### src/rtl/song_sequencer_if.sv
// ============================================================================
// Module      : song_sequencer_if
// Description : Control/ROM/score bundle between the song sequencer and its
//               surroundings (buttons, note ROM, score updater, display).
// Revision    : 1.0 - initial release
// ============================================================================
`default_nettype none

interface song_sequencer_if #(
    parameter int ADDR_W = 6
);
    logic              start;
    logic              pause;
    logic [ADDR_W-1:0] romAddr;
    logic [7:0]        romData;
    logic [17:0]       binaryScore;
    logic [3:0]        correctNote;
    logic              noteValid;
    logic              beatTick;
    logic              scoreReset;
    logic [1:0]        state;
    logic              songDone;
    logic [17:0]       highScore;
    logic              newHigh;

    modport master (
        input  start, pause, romData, binaryScore,
        output romAddr, correctNote, noteValid, beatTick, scoreReset,
               state, songDone, highScore, newHigh
    );

    modport slave (
        output start, pause, romData, binaryScore,
        input  romAddr, correctNote, noteValid, beatTick, scoreReset,
               state, songDone, highScore, newHigh
    );
endinterface

`default_nettype wire

### src/rtl/song_sequencer.sv
// ============================================================================
// Module      : song_sequencer
// Description : Game-flow controller: walks the note ROM, times each note in
//               beats, pulses the score reset and keeps the high score.
// Revision    : 1.0 - initial release
// ============================================================================
`default_nettype none

module song_sequencer #(
    parameter int TICKS_PER_BEAT = 6750000,
    parameter int ADDR_W         = 6,
    parameter int SONG_LEN       = 64
) (
    input  wire logic          clk,
    input  wire logic          reset,
    song_sequencer_if.master   bus
);

    localparam int c_TICK_W = (TICKS_PER_BEAT > 1) ? $clog2(TICKS_PER_BEAT) : 1;
    localparam logic [c_TICK_W-1:0] c_TICK_LAST = c_TICK_W'(TICKS_PER_BEAT - 1);
    localparam logic [c_TICK_W-1:0] c_TICK_PRE  = c_TICK_W'(TICKS_PER_BEAT - 2);
    localparam logic [ADDR_W-1:0]   c_ADDR_LAST = ADDR_W'(SONG_LEN - 1);

    typedef enum logic [1:0] {
        S_IDLE = 2'd0,
        S_LOAD = 2'd1,
        S_PLAY = 2'd2,
        S_DONE = 2'd3
    } state_t;

    state_t              r_state,       w_state;
    logic                r_loadData,    w_loadData;
    logic [ADDR_W-1:0]   r_romAddr,     w_romAddr;
    logic [c_TICK_W-1:0] r_tickCnt,     w_tickCnt;
    logic [3:0]          r_beatCnt,     w_beatCnt;
    logic [3:0]          r_correctNote, w_correctNote;
    logic                r_beatTick,    w_beatTick;
    logic                r_scoreReset,  w_scoreReset;
    logic [17:0]         r_highScore,   w_highScore;
    logic                r_newHigh,     w_newHigh;
    logic                r_cmpPending,  w_cmpPending;

    always_ff @(posedge clk) begin
        if (reset) begin
            r_state       <= S_IDLE;
            r_loadData    <= 1'b0;
            r_romAddr     <= '0;
            r_tickCnt     <= '0;
            r_beatCnt     <= '0;
            r_correctNote <= '0;
            r_beatTick    <= 1'b0;
            r_scoreReset  <= 1'b0;
            r_highScore   <= '0;
            r_newHigh     <= 1'b0;
            r_cmpPending  <= 1'b0;
        end else begin
            r_state       <= w_state;
            r_loadData    <= w_loadData;
            r_romAddr     <= w_romAddr;
            r_tickCnt     <= w_tickCnt;
            r_beatCnt     <= w_beatCnt;
            r_correctNote <= w_correctNote;
            r_beatTick    <= w_beatTick;
            r_scoreReset  <= w_scoreReset;
            r_highScore   <= w_highScore;
            r_newHigh     <= w_newHigh;
            r_cmpPending  <= w_cmpPending;
        end
    end

    always_comb begin
        w_state       = r_state;
        w_loadData    = r_loadData;
        w_romAddr     = r_romAddr;
        w_tickCnt     = r_tickCnt;
        w_beatCnt     = r_beatCnt;
        w_correctNote = r_correctNote;
        w_beatTick    = 1'b0;
        w_scoreReset  = 1'b0;
        w_highScore   = r_highScore;
        w_newHigh     = 1'b0;
        w_cmpPending  = r_cmpPending;

        case (r_state)
            S_IDLE: begin
                w_correctNote = '0;
                if (bus.start) begin
                    w_state      = S_LOAD;
                    w_loadData   = 1'b0;
                    w_romAddr    = '0;
                    w_scoreReset = 1'b1;
                end
            end

            S_LOAD: begin
                // First cycle lets the ROM register the address; data is used on the second.
                if (!r_loadData) begin
                    w_loadData = 1'b1;
                end else begin
                    w_loadData = 1'b0;
                    if (bus.romData[7:4] == 4'd0) begin
                        w_state       = S_DONE;
                        w_correctNote = '0;
                        w_cmpPending  = 1'b1;
                    end else begin
                        w_state       = S_PLAY;
                        w_correctNote = bus.romData[3:0];
                        w_beatCnt     = bus.romData[7:4];
                        w_tickCnt     = '0;
                    end
                end
            end

            S_PLAY: begin
                if (!bus.pause) begin
                    if (r_tickCnt == c_TICK_LAST) begin
                        w_tickCnt = '0;
                        w_beatCnt = r_beatCnt - 4'd1;
                        if (r_beatCnt == 4'd1) begin
                            if (r_romAddr == c_ADDR_LAST) begin
                                w_state       = S_DONE;
                                w_correctNote = '0;
                                w_cmpPending  = 1'b1;
                            end else begin
                                w_state    = S_LOAD;
                                w_loadData = 1'b0;
                                w_romAddr  = r_romAddr + 1'b1;
                            end
                        end
                    end else begin
                        w_tickCnt = r_tickCnt + 1'b1;
                        // Registered so the pulse lands in the terminal-tick cycle itself.
                        w_beatTick = (r_tickCnt == c_TICK_PRE);
                    end
                end
            end

            S_DONE: begin
                w_correctNote = '0;
                if (r_cmpPending) begin
                    w_cmpPending = 1'b0;
                    if (bus.binaryScore > r_highScore) begin
                        w_highScore = bus.binaryScore;
                        w_newHigh   = 1'b1;
                    end
                end
                if (bus.start) begin
                    w_state      = S_LOAD;
                    w_loadData   = 1'b0;
                    w_romAddr    = '0;
                    w_scoreReset = 1'b1;
                end
            end

            default: w_state = S_IDLE;
        endcase
    end

    assign bus.romAddr     = r_romAddr;
    assign bus.correctNote = r_correctNote;
    assign bus.noteValid   = (r_state == S_PLAY);
    assign bus.beatTick    = r_beatTick;
    assign bus.scoreReset  = r_scoreReset;
    assign bus.state       = r_state;
    assign bus.songDone    = (r_state == S_DONE);
    assign bus.highScore   = r_highScore;
    assign bus.newHigh     = r_newHigh;

endmodule

`default_nettype wire

### src/flat_wrapper.sv
// flat-port wrapper written by rule: the top's interface ports become plain ports
module song_sequencer_flat 
#(
    parameter int TICKS_PER_BEAT = 6750000,
    parameter int ADDR_W         = 6,
    parameter int SONG_LEN       = 64
)
  (clk, reset, bus_start, bus_pause, bus_romData, bus_binaryScore, bus_romAddr, bus_correctNote, bus_noteValid, bus_beatTick, bus_scoreReset, bus_state, bus_songDone, bus_highScore, bus_newHigh);
  song_sequencer_if #(.ADDR_W(ADDR_W)) bus_i ();
  input  wire logic clk;
  input  wire logic reset;
  input wire logic [$bits(bus_i.start)-1:0] bus_start;
  input wire logic [$bits(bus_i.pause)-1:0] bus_pause;
  input wire logic [$bits(bus_i.romData)-1:0] bus_romData;
  input wire logic [$bits(bus_i.binaryScore)-1:0] bus_binaryScore;
  output wire logic [$bits(bus_i.romAddr)-1:0] bus_romAddr;
  output wire logic [$bits(bus_i.correctNote)-1:0] bus_correctNote;
  output wire logic [$bits(bus_i.noteValid)-1:0] bus_noteValid;
  output wire logic [$bits(bus_i.beatTick)-1:0] bus_beatTick;
  output wire logic [$bits(bus_i.scoreReset)-1:0] bus_scoreReset;
  output wire logic [$bits(bus_i.state)-1:0] bus_state;
  output wire logic [$bits(bus_i.songDone)-1:0] bus_songDone;
  output wire logic [$bits(bus_i.highScore)-1:0] bus_highScore;
  output wire logic [$bits(bus_i.newHigh)-1:0] bus_newHigh;
  assign bus_i.start = bus_start;
  assign bus_i.pause = bus_pause;
  assign bus_i.romData = bus_romData;
  assign bus_i.binaryScore = bus_binaryScore;
  assign bus_romAddr = bus_i.romAddr;
  assign bus_correctNote = bus_i.correctNote;
  assign bus_noteValid = bus_i.noteValid;
  assign bus_beatTick = bus_i.beatTick;
  assign bus_scoreReset = bus_i.scoreReset;
  assign bus_state = bus_i.state;
  assign bus_songDone = bus_i.songDone;
  assign bus_highScore = bus_i.highScore;
  assign bus_newHigh = bus_i.newHigh;
  song_sequencer #(.TICKS_PER_BEAT(TICKS_PER_BEAT), .ADDR_W(ADDR_W), .SONG_LEN(SONG_LEN)) u_core (.clk(clk), .reset(reset), .bus(bus_i));
endmodule
### config.mk
export PLATFORM = sky130hd
export DESIGN_NAME = song_sequencer_flat
export DESIGN_NICKNAME = d
export VERILOG_FILES = /design/src/rtl/song_sequencer_if.sv /design/src/rtl/song_sequencer.sv /design/src/flat_wrapper.sv
export SDC_FILE = /design/constraint.sdc
export NUM_CORES = 1
export LEC_CHECK = 0
export BUFFER_PORTS_ARGS = -buffer_cell sky130_fd_sc_hd__buf_4
export CAP_MARGIN = 10
export CORE_MARGIN = 3
export CORE_UTILIZATION = 55
export CTS_CLUSTER_DIAMETER = 80
export DETAILED_ROUTE_END_ITERATION = 6
export GPL_TIMING_DRIVEN = 0
export PLACE_DENSITY = 0.79
export SLEW_MARGIN = 30
export SYNTH_ARGS = -nofsm -noshare
export SYNTH_HDL_FRONTEND = slang
export SYNTH_SLANG_ARGS = --single-unit
### constraint.sdc
create_clock -name clk -period 6.01 [get_ports clk]
set_input_delay 0 -clock clk [delete_from_list [all_inputs] [get_ports clk]]
set_output_delay 0 -clock clk [all_outputs]
set_load 0.05 [all_outputs]
==> run summary, run 1 <==
The clock net in this run drives a total of 62 sinks. Leaving out fill and tap cells, the most frequent cell in the layout is buf_4. The hold path startpoint is bus_romData[6].

Dividing the detail-routed via count by the number of cells gives 5.57. Class of the worst hold path: in -> reg. The logs give 3 for the CTS H-tree depth and 0 for the number of warning messages in the yosys log. Summing all flip-flop and latch instances after layout gives 0.00124 sq mm.

On the final layout, the worst hold slack is 0.0213 ns. The die covers 0.00766 sq mm. Sequential cells account for 36.8% of the total power.

Area fraction of the dominant cell type after synthesis: 34.0%. Across the run, the number of max-cap violations was 0. Measured in cells, the most critical reg-to-reg path has a length of 9. In this run, synthesis inferred 0 flip-flops with an integrated enable.

The clock transition at the registers of the reported paths came out at 0.07 ns. Post-CTS repair changed the size of 0 cells. The tools report the logic gate share of total power as 33.3%. The layout filler cell count was 485.

Of the total power, the share spent switching nets is 36.5%. The total wirelength of the detailed-routed design is 8870 um, and the portion of the post-synthesis area used by sequential elements is 34.0%. CTS placed an instance of clkbuf_8 at the clock tree root.

In this run the remaining antenna-violating nets after routing total 0. TritonCTS built the clock tree. Detailed placement ended at an HPWL of 6360 um.

Counting every instance in the synthesized netlist gives 416. STA classifies the critical path startpoint as a flop. The TritonCTS buffer count was 9. Synthesis produced a netlist with a net count of 474. The largest incremental delay on the critical path is 0.41 ns, and the minimum period implied by the final worst setup slack is 2.72 ns. The global-route usage over all layers was 24.1%; the netlist area before placement was 0.00365 sq mm.

For this block, the via count after detailed routing is 3321. In the routed design, unresolved DRC markers number 0. The end of the worst hold path is u_core.r_beatCnt[2]. The via count of the first global-routing pass came out at 3090.

Walking the worst path, the cells encountered are inv_1, ha_1, nand4_1, o21bai_1, a21o_1, a2111o_1, nand2_1, buf_2, mux2i_1. After global routing the overflow that remains totals 0. The number of cells on the worst hold path came out at 3. The proportion of register bits with asynchronous set or reset after synthesis was 0%; the clock share of power was 29.8%. Wire length of the first global-routing pass: 14500 um. Among all flip-flop cells after synthesis, the most frequent one is dfxtp_1.

For this configuration, the core starts out at a cell density of 57.2%. For the achievable frequency, the log shows 368 MHz. The number of distinct library cells after synthesis is 62, and the peak supply drop is 0.000227 V. The worst max-slew margin expressed relative to the limit is 48.3%, and the worst setup skew after layout is 0.00738 ns.

The worst setup path is of the reg -> reg kind. 0 antenna diodes ended up in the layout. Before antenna repair, the detailed router went through 5 iterations.

The tools report the largest net degree at the start of global routing as 12. The critical path runs through a total of 9 cells. The launch point of the worst reg-to-reg path is u_core.bus.highScore[5]. Setup total negative slack on the finished layout was measured at 0 ns.

The die is 87.5 um wide. The finished cells cover 0.00467 sq mm. The run finished with clean final reports. Signed area change from the synthesized netlist to the final layout: 27.8%. The initial antenna violation count is 0, and the placeable core area is 0.00639 sq mm.

For the worst setup path, the data required time is 6.28 ns. The floorplan step set the die height to 87.5 um. The worst register-to-register path ends at u_core.bus.highScore[16]. During placement, the flow inserted port buffers numbering 63. After synthesis, the mean cell area works out to 8.79 sq um.

The logs give 0 for the total count of hold-check failures in the final report and 0.813 mW for the internal power. Summing all placed instances gives a cell area of 0.00422 sq mm. Power density over the cells: 274 mW/mm^2.

Clock latency on the worst-skew pair, taken at its later pin, is 0.34 ns. The synthesized design contains 62 register bits. The wire length per cell is 14.9 um, and the area of the multi-input gates is 0.00223 sq mm.

Setup repair after global routing left no endpoint under its margin. The top-level I/O count was 65. The top cell family by delay on the critical path is compound AO/OA/AOI/OAI gates. Cells with a size suffix above 1 make up 18.7% of the layout.

The slew of the pin with the lowest slew margin was 0.776 ns; the data arrival time at the worst-slack endpoint was 2.99 ns. For the total power draw, the log shows 1.28 mW. The reg2reg setup slack came out at 3.29 ns. Of all nets on the critical path, the largest fanout is 10. The site row count came out at 29.

Leaving out fill and tap cells, the most frequent cells in the layout are 64 x buf_4, 62 x dfxtp_1, 45 x nand2b_1. The tools report the last weighted congestion value of the routability-driven placer as 0.895. By area the synthesized netlist is led by dfxtp_1 34%, ha_1 9.6%, nand2b_1 7.7%.

The post-route clock period utilization came out at 45.2%. The logs give 0 for the number of pins exceeding their max-slew limit in the final report and 2 for the buffer levels on the longest clock path. The sum of buffers and inverters on the critical path works out to 2. The type of element capturing the critical path is a flop. The cell type of the slowest stage on the worst timing path was a2111o_1. Summed over all instances, the cell type with the most area after synthesis is dfxtp_1. The logs give 0.468 mW for the switching power and 0 for the number of setup violations in the final report.

Summed over all cells, the static leakage comes to 1.80 nW. Once the clock tree was built, the setup fixing pass inserted 0 buffers. After the last flow step, the layout net total stands at 572. For the count of routing violations after the opening detailed-route iteration, the log shows 167.
[per-stage QoR]
step                setup WS (ns)  utilization [%]  instances
finish                       3.29             73.2        596
global route                 3.13             73.2        596
CTS                          3.27             73.2        596
detailed placement           3.28             66.1        556
global placement             3.36             66.1        556
floorplan                    3.27                -        416
[how the worst max path moves through the flow]
| stage | from | end |
|---|---|---|
| global placement | u_core.bus.highScore[5] | u_core.bus.highScore[16] |
| floorplan | u_core.bus.highScore[5] | u_core.bus.highScore[10] |
| finish | u_core.bus.highScore[5] | u_core.bus.highScore[16] |
| CTS | u_core.bus.highScore[4] | u_core.bus.highScore[15] |
| detailed placement | u_core.bus.highScore[4] | u_core.bus.highScore[16] |
| global route | u_core.bus.highScore[5] | u_core.bus.highScore[14] |
[routing by layer]
layer	vias up	share of wire [%]	wire length, um	GRT usage [%]
li1	1658	-	-	-
met1	1535	44	3940	31.4
met2	117	47	4170	39.2
met3	11	7.1	632	5.20
met4	0	1.5	130	8.93
met5	-	0	0	0
[worst register-to-register path, delay by kind of cell (launching register included)]
family          cells  cell delay [ns]
compound gates      3             0.76
simple gates        2             0.53
mux                 1             0.24
buf+inv             2             0.45
fa+ha+maj           1             0.31
flops               1             0.35
[state kept, by name (all words and copies together) (netlist names)]
| register | count |
|---|---|
| u_core.bus.state | 2 |
| u_core.bus.correctNote | 4 |
| u_core.bus.highScore | 18 |
| u_core.r_tickCnt | 23 |
| u_core.r_beatCnt | 4 |
| u_core.bus.scoreReset | 1 |
| u_core.r_loadData | 1 |
| u_core.bus.newHigh | 1 |
| u_core.bus.romAddr | 6 |
| u_core.bus.beatTick | 1 |
| u_core.r_cmpPending | 1 |
[layout make-up]
cell class / count / share of cell area (%)
Clock inverter: 5 / 1.21
Tap cell: 77 / 2.06
Timing Repair Buffer: 87 / 15.3
Sequential cell: 62 / 26.6
Buffer: 15 / 1.69
Clock buffer: 11 / 3.24
Multi-Input combinational cell: 312 / 47.8
Inverter: 27 / 2.17
[what timing repair did]
item	4_1_cts	5_1_grt
endpoints found under the hold margin	24	0
hold buffers	24	0
endpoints found under the setup margin	0	0
[synth_stat cells (2+ instances only)]
cell type	instances
buf_6	2
a21o_1	3
o31ai_1	2
nand3_1	14
and3_1	5
xnor2_1	5
nand4_1	10
nor2b_1	5
xor2_1	17
nor4b_4	2
a211oi_1	4
o211ai_1	2
nor4_1	5
a21oi_1	12
nor3b_1	2
inv_1	27
and4_1	3
nor3_1	4
buf_2	3
a31oi_1	5
nor2_1	43
a21boi_0	2
or3b_1	2
o21ai_0	3
dfxtp_1	62
o22ai_1	2
nand2b_1	45
or2_1	2
ha_1	28
or3_1	4
nand2_1	26
mux2i_1	19
o21ai_1	6
clkbuf_1	9
nand3b_1	2
nand4bb_1	3
[power by group through the flow]
stage	Clock (mW)	Combinational, mW	Sequential, mW
after global placement	0	0.399	0.479
after detailed placement	0	0.408	0.480
final	0.382	0.427	0.472
after floorplan	0	0.246	0.525
after CTS	0.393	0.424	0.471
after global routing	0.410	0.469	0.476
[cells by family (layout without fill, tap and decap cells)]
group / count (synthesis) / after routing / share of synthesized area (%)
buffers and inverters: 42 / 145 / 4.93
and+or+nand+nor: 188 / 188 / 30.8
AOI/OAI and AO/OA: 55 / 55 / 10.3
muxes: 19 / 19 / 5.20
adders and majority gates: 28 / 28 / 9.59
DFF: 62 / 62 / 34.0
xor gates and xnor gates: 22 / 22 / 5.27
(Power assumes the default switching activity.)
==> run 2, diff against run 1 <==
Settings changed: CORE_UTILIZATION 55 to 51, PLACE_DENSITY 0.79 to 0.77.
Clock period 6.01 ns to 2.2 ns, I/O delays scaled along.
==> run 2 against run 1 <==
Effect of this change: the run now ends with setup timing left; first-iteration DRC count grew 11%; maximum frequency grew 23%; cell area grew 10%; final cell count grew 6.2%; sequential power grew to 2.8 times the previous value; power grew to 3.0 times the previous value; die area grew 7.3%; clock power grew to 3.1 times the previous value; global-route usage shrank 0.47 points; clock skew grew 0.00067 ns; hold slack gained 0.022 ns.
==> run summary, run 2 (synthesized netlist as in run 1, its figures left out) <==
Relative to the synthesized area, the layout overhead comes to 40.6%. The data arrival time at the worst-slack endpoint came out at 2.49 ns. The run gives 1 as the number of setup violations in the final report.

u_core.r_tickCnt holds more flip-flops than any other register. The critical setup path kind is reg -> reg. Entering global routing, the biggest net connects 11 pins. From left edge to right edge, the die measures 90.7 um. For the initial antenna violation count, the log shows 0. Wire length per cell: 15.4 um.

The floorplan has 30 rows. At the later pin of the worst-skew pair, clock insertion delay measures 0.34 ns. The class of the worst hold path was in -> reg. The last weighted congestion value of the routability-driven placer is 0.875. The number of input and output port buffers inserted is 63, and the starting utilization of the core area is 53.2%. The count of nets after finishing was 590; the post-route clock period utilization was 100%.

VDD sags by at most 0.000402 V. The clock tree synthesis step divided the H-tree into 3 levels. The slew of the pin with the lowest slew margin came out at 0.489 ns.

The top cell types in the final layout, fill and taps aside, are 83 x buf_4, 45 x nand2b_1, 43 x nor2_1. The logs give 575 for the cell count after placement and 2.48 ns for the data required time of the critical path. In the routed layout, each cell is associated on average with a via count of 5.52. Power density over the cells: 739 mW/mm^2. The share of the core filled with cells is 74.8%, and the max-cap check violation count is 0. The finished layout holds 633 standard cells, fillers aside.

The final reports fail on setup timing. STA classifies the critical path startpoint as a flop. The share of layout cells above drive strength 1 came out at 29.8%. The run gives 0.0435 ns as the worst hold slack. For this run, the top clock speed supported by timing is 454 MHz.

The most common cell after layout, fill and taps aside is buf_4. The worst setup path is captured at a flop. The run gives 0.00805 ns as the worst setup skew after layout. Setup repair after global routing could not meet its margin everywhere.

The most critical setup path has its startpoint at u_core.r_tickCnt[9]. The logs give -0.00166 ns for the final worst-path setup slack and 1.96 nW for the leakage power summed over all cells. The flow ran to the end, but the final reports show violations. The number of cells on the worst hold path is 4, and the placeable core area is 0.00687 sq mm.

For the via count of the first global-routing pass, the log shows 3367. The die covers 0.00822 sq mm. The number of detailed-routing iterations run before antenna repair was 5. Number of pins exceeding their max-slew limit in the final report: 0. In this run, the number of DRC markers left after iteration 0 of detailed routing was 186.

The y dimension of the die was 90.7 um. Summed over all layers, the global routing overflow is 0. In this run the remaining antenna-violating nets after routing total 0. The minimum period implied by the final worst setup slack is 2.20 ns. Clock-pin slew was measured on the worst setup and hold paths at 0.07 ns.

The via count was 3495. The final layout contains routed wiring with a total length of 9780 um. The tools report the DRC violations left as 0. The worst hold path begins at bus_romData[4].

65 I/O pins were placed. The run gives 0 as the number of antenna diodes. Power comes to 3.80 mW.

The maximum net fanout on the critical path was 4. The startpoint identified for the worst register-to-register timing path is u_core.r_tickCnt[9]. The run gives 9 as the TritonCTS buffer count. In the global route stage, overall resource usage came out at 23.7%. Measured against its own limit, the worst slew margin works out to 67.4%. Clock tree synthesis found a total of 62 sinks.

The first global-routing pass estimated 16000 um of wire. The number of flip-flops under the largest register name was 23. The buffer levels on the longest clock path is 2, and the total count of hold-check failures in the final report is 0.

Summed over all failing endpoints, the final setup total negative slack is -0.00166 ns. TritonCTS built the clock tree. The tools report the HPWL after detailed placement as 6630 um. The path depth of the worst reg2reg path was 6. The tree is rooted in a clkbuf_8.
==> run 2: cell count changes in the layout (fill, tap and decap cells not counted), moves of 3 or more <==
cell     previous run  this run
dfxtp_4             0        10
buf_2               3         0
ha_1               28        21
buf_4              64        83
dfxtp_2             0        17
dfxtp_1            62        35
ha_4                0         5
==> run 2: worst max-delay path, stage by stage, from the launching register on <==
cell	delay [ns]
dfxtp_4	0.35
nand4_1	0.23
nor4_4	0.46
nand4_4	0.15
or4b_4	0.52
or3b_1	0.36
nand2_1	0.07
==> run 2: layer usage <==
layer,GRT usage (%),wire length (um),up-vias
li1,-,-,1691
met4,10.6,202,0
met5,0,0,-
met2,39.1,4820,125
met3,3.67,619,18
met1,30.4,4130,1661
==> run 2: where the power goes <==
group	leakage [nW]	switching, mW	internal (mW)
Clock	0.120	0.455	0.725
Combinational	1.32	0.797	0.524
Sequential	0.518	0.0912	1.21
Total	1.96	1.34	2.45
==> run 2: path summary, 6_finish.rpt <==
kind | slack [ns] | end
worst max register to register | -0.002 | u_core.bus.romAddr[4]
worst min register to register | 0.47 | u_core.bus.correctNote[3]
worst min-delay path | 0.04 | u_core.bus.state[0]
worst max-delay path | -0.002 | u_core.bus.romAddr[4]
==> run 2: what timing repair did <==
action | in CTS | in global routing
endpoints found under the hold margin | 25 | 0
setup buffers | 8 | 10
endpoints found under the setup margin | 33 | 47
pin swaps | 8 | 16
resized for setup | 13 | 22
hold buffers | 25 | 0
==> run 2: layout make-up <==
| type | instances | area, sq um |
|---|---|---|
| timing repair buffer | 106 | 871 |
| buffer | 14 | 96.3 |
| inverter | 27 | 101 |
| multi-input combinational | 312 | 2410 |
| clock buffer | 15 | 209 |
| fill | 482 | 1730 |
| clock inverter | 1 | 30.0 |
| tap | 96 | 120 |
| sequential | 62 | 1300 |
==> run 2: through the flow <==
stage / instance area, sq um / worst slack, ns
after global routing: 5140 / -0.0971
after CTS: 4960 / 0.00260
after detailed placement: 4340 / -0.252
final: 5140 / -0.00166
after floorplan: 3740 / 0.00729
after global placement: 4340 / -0.198
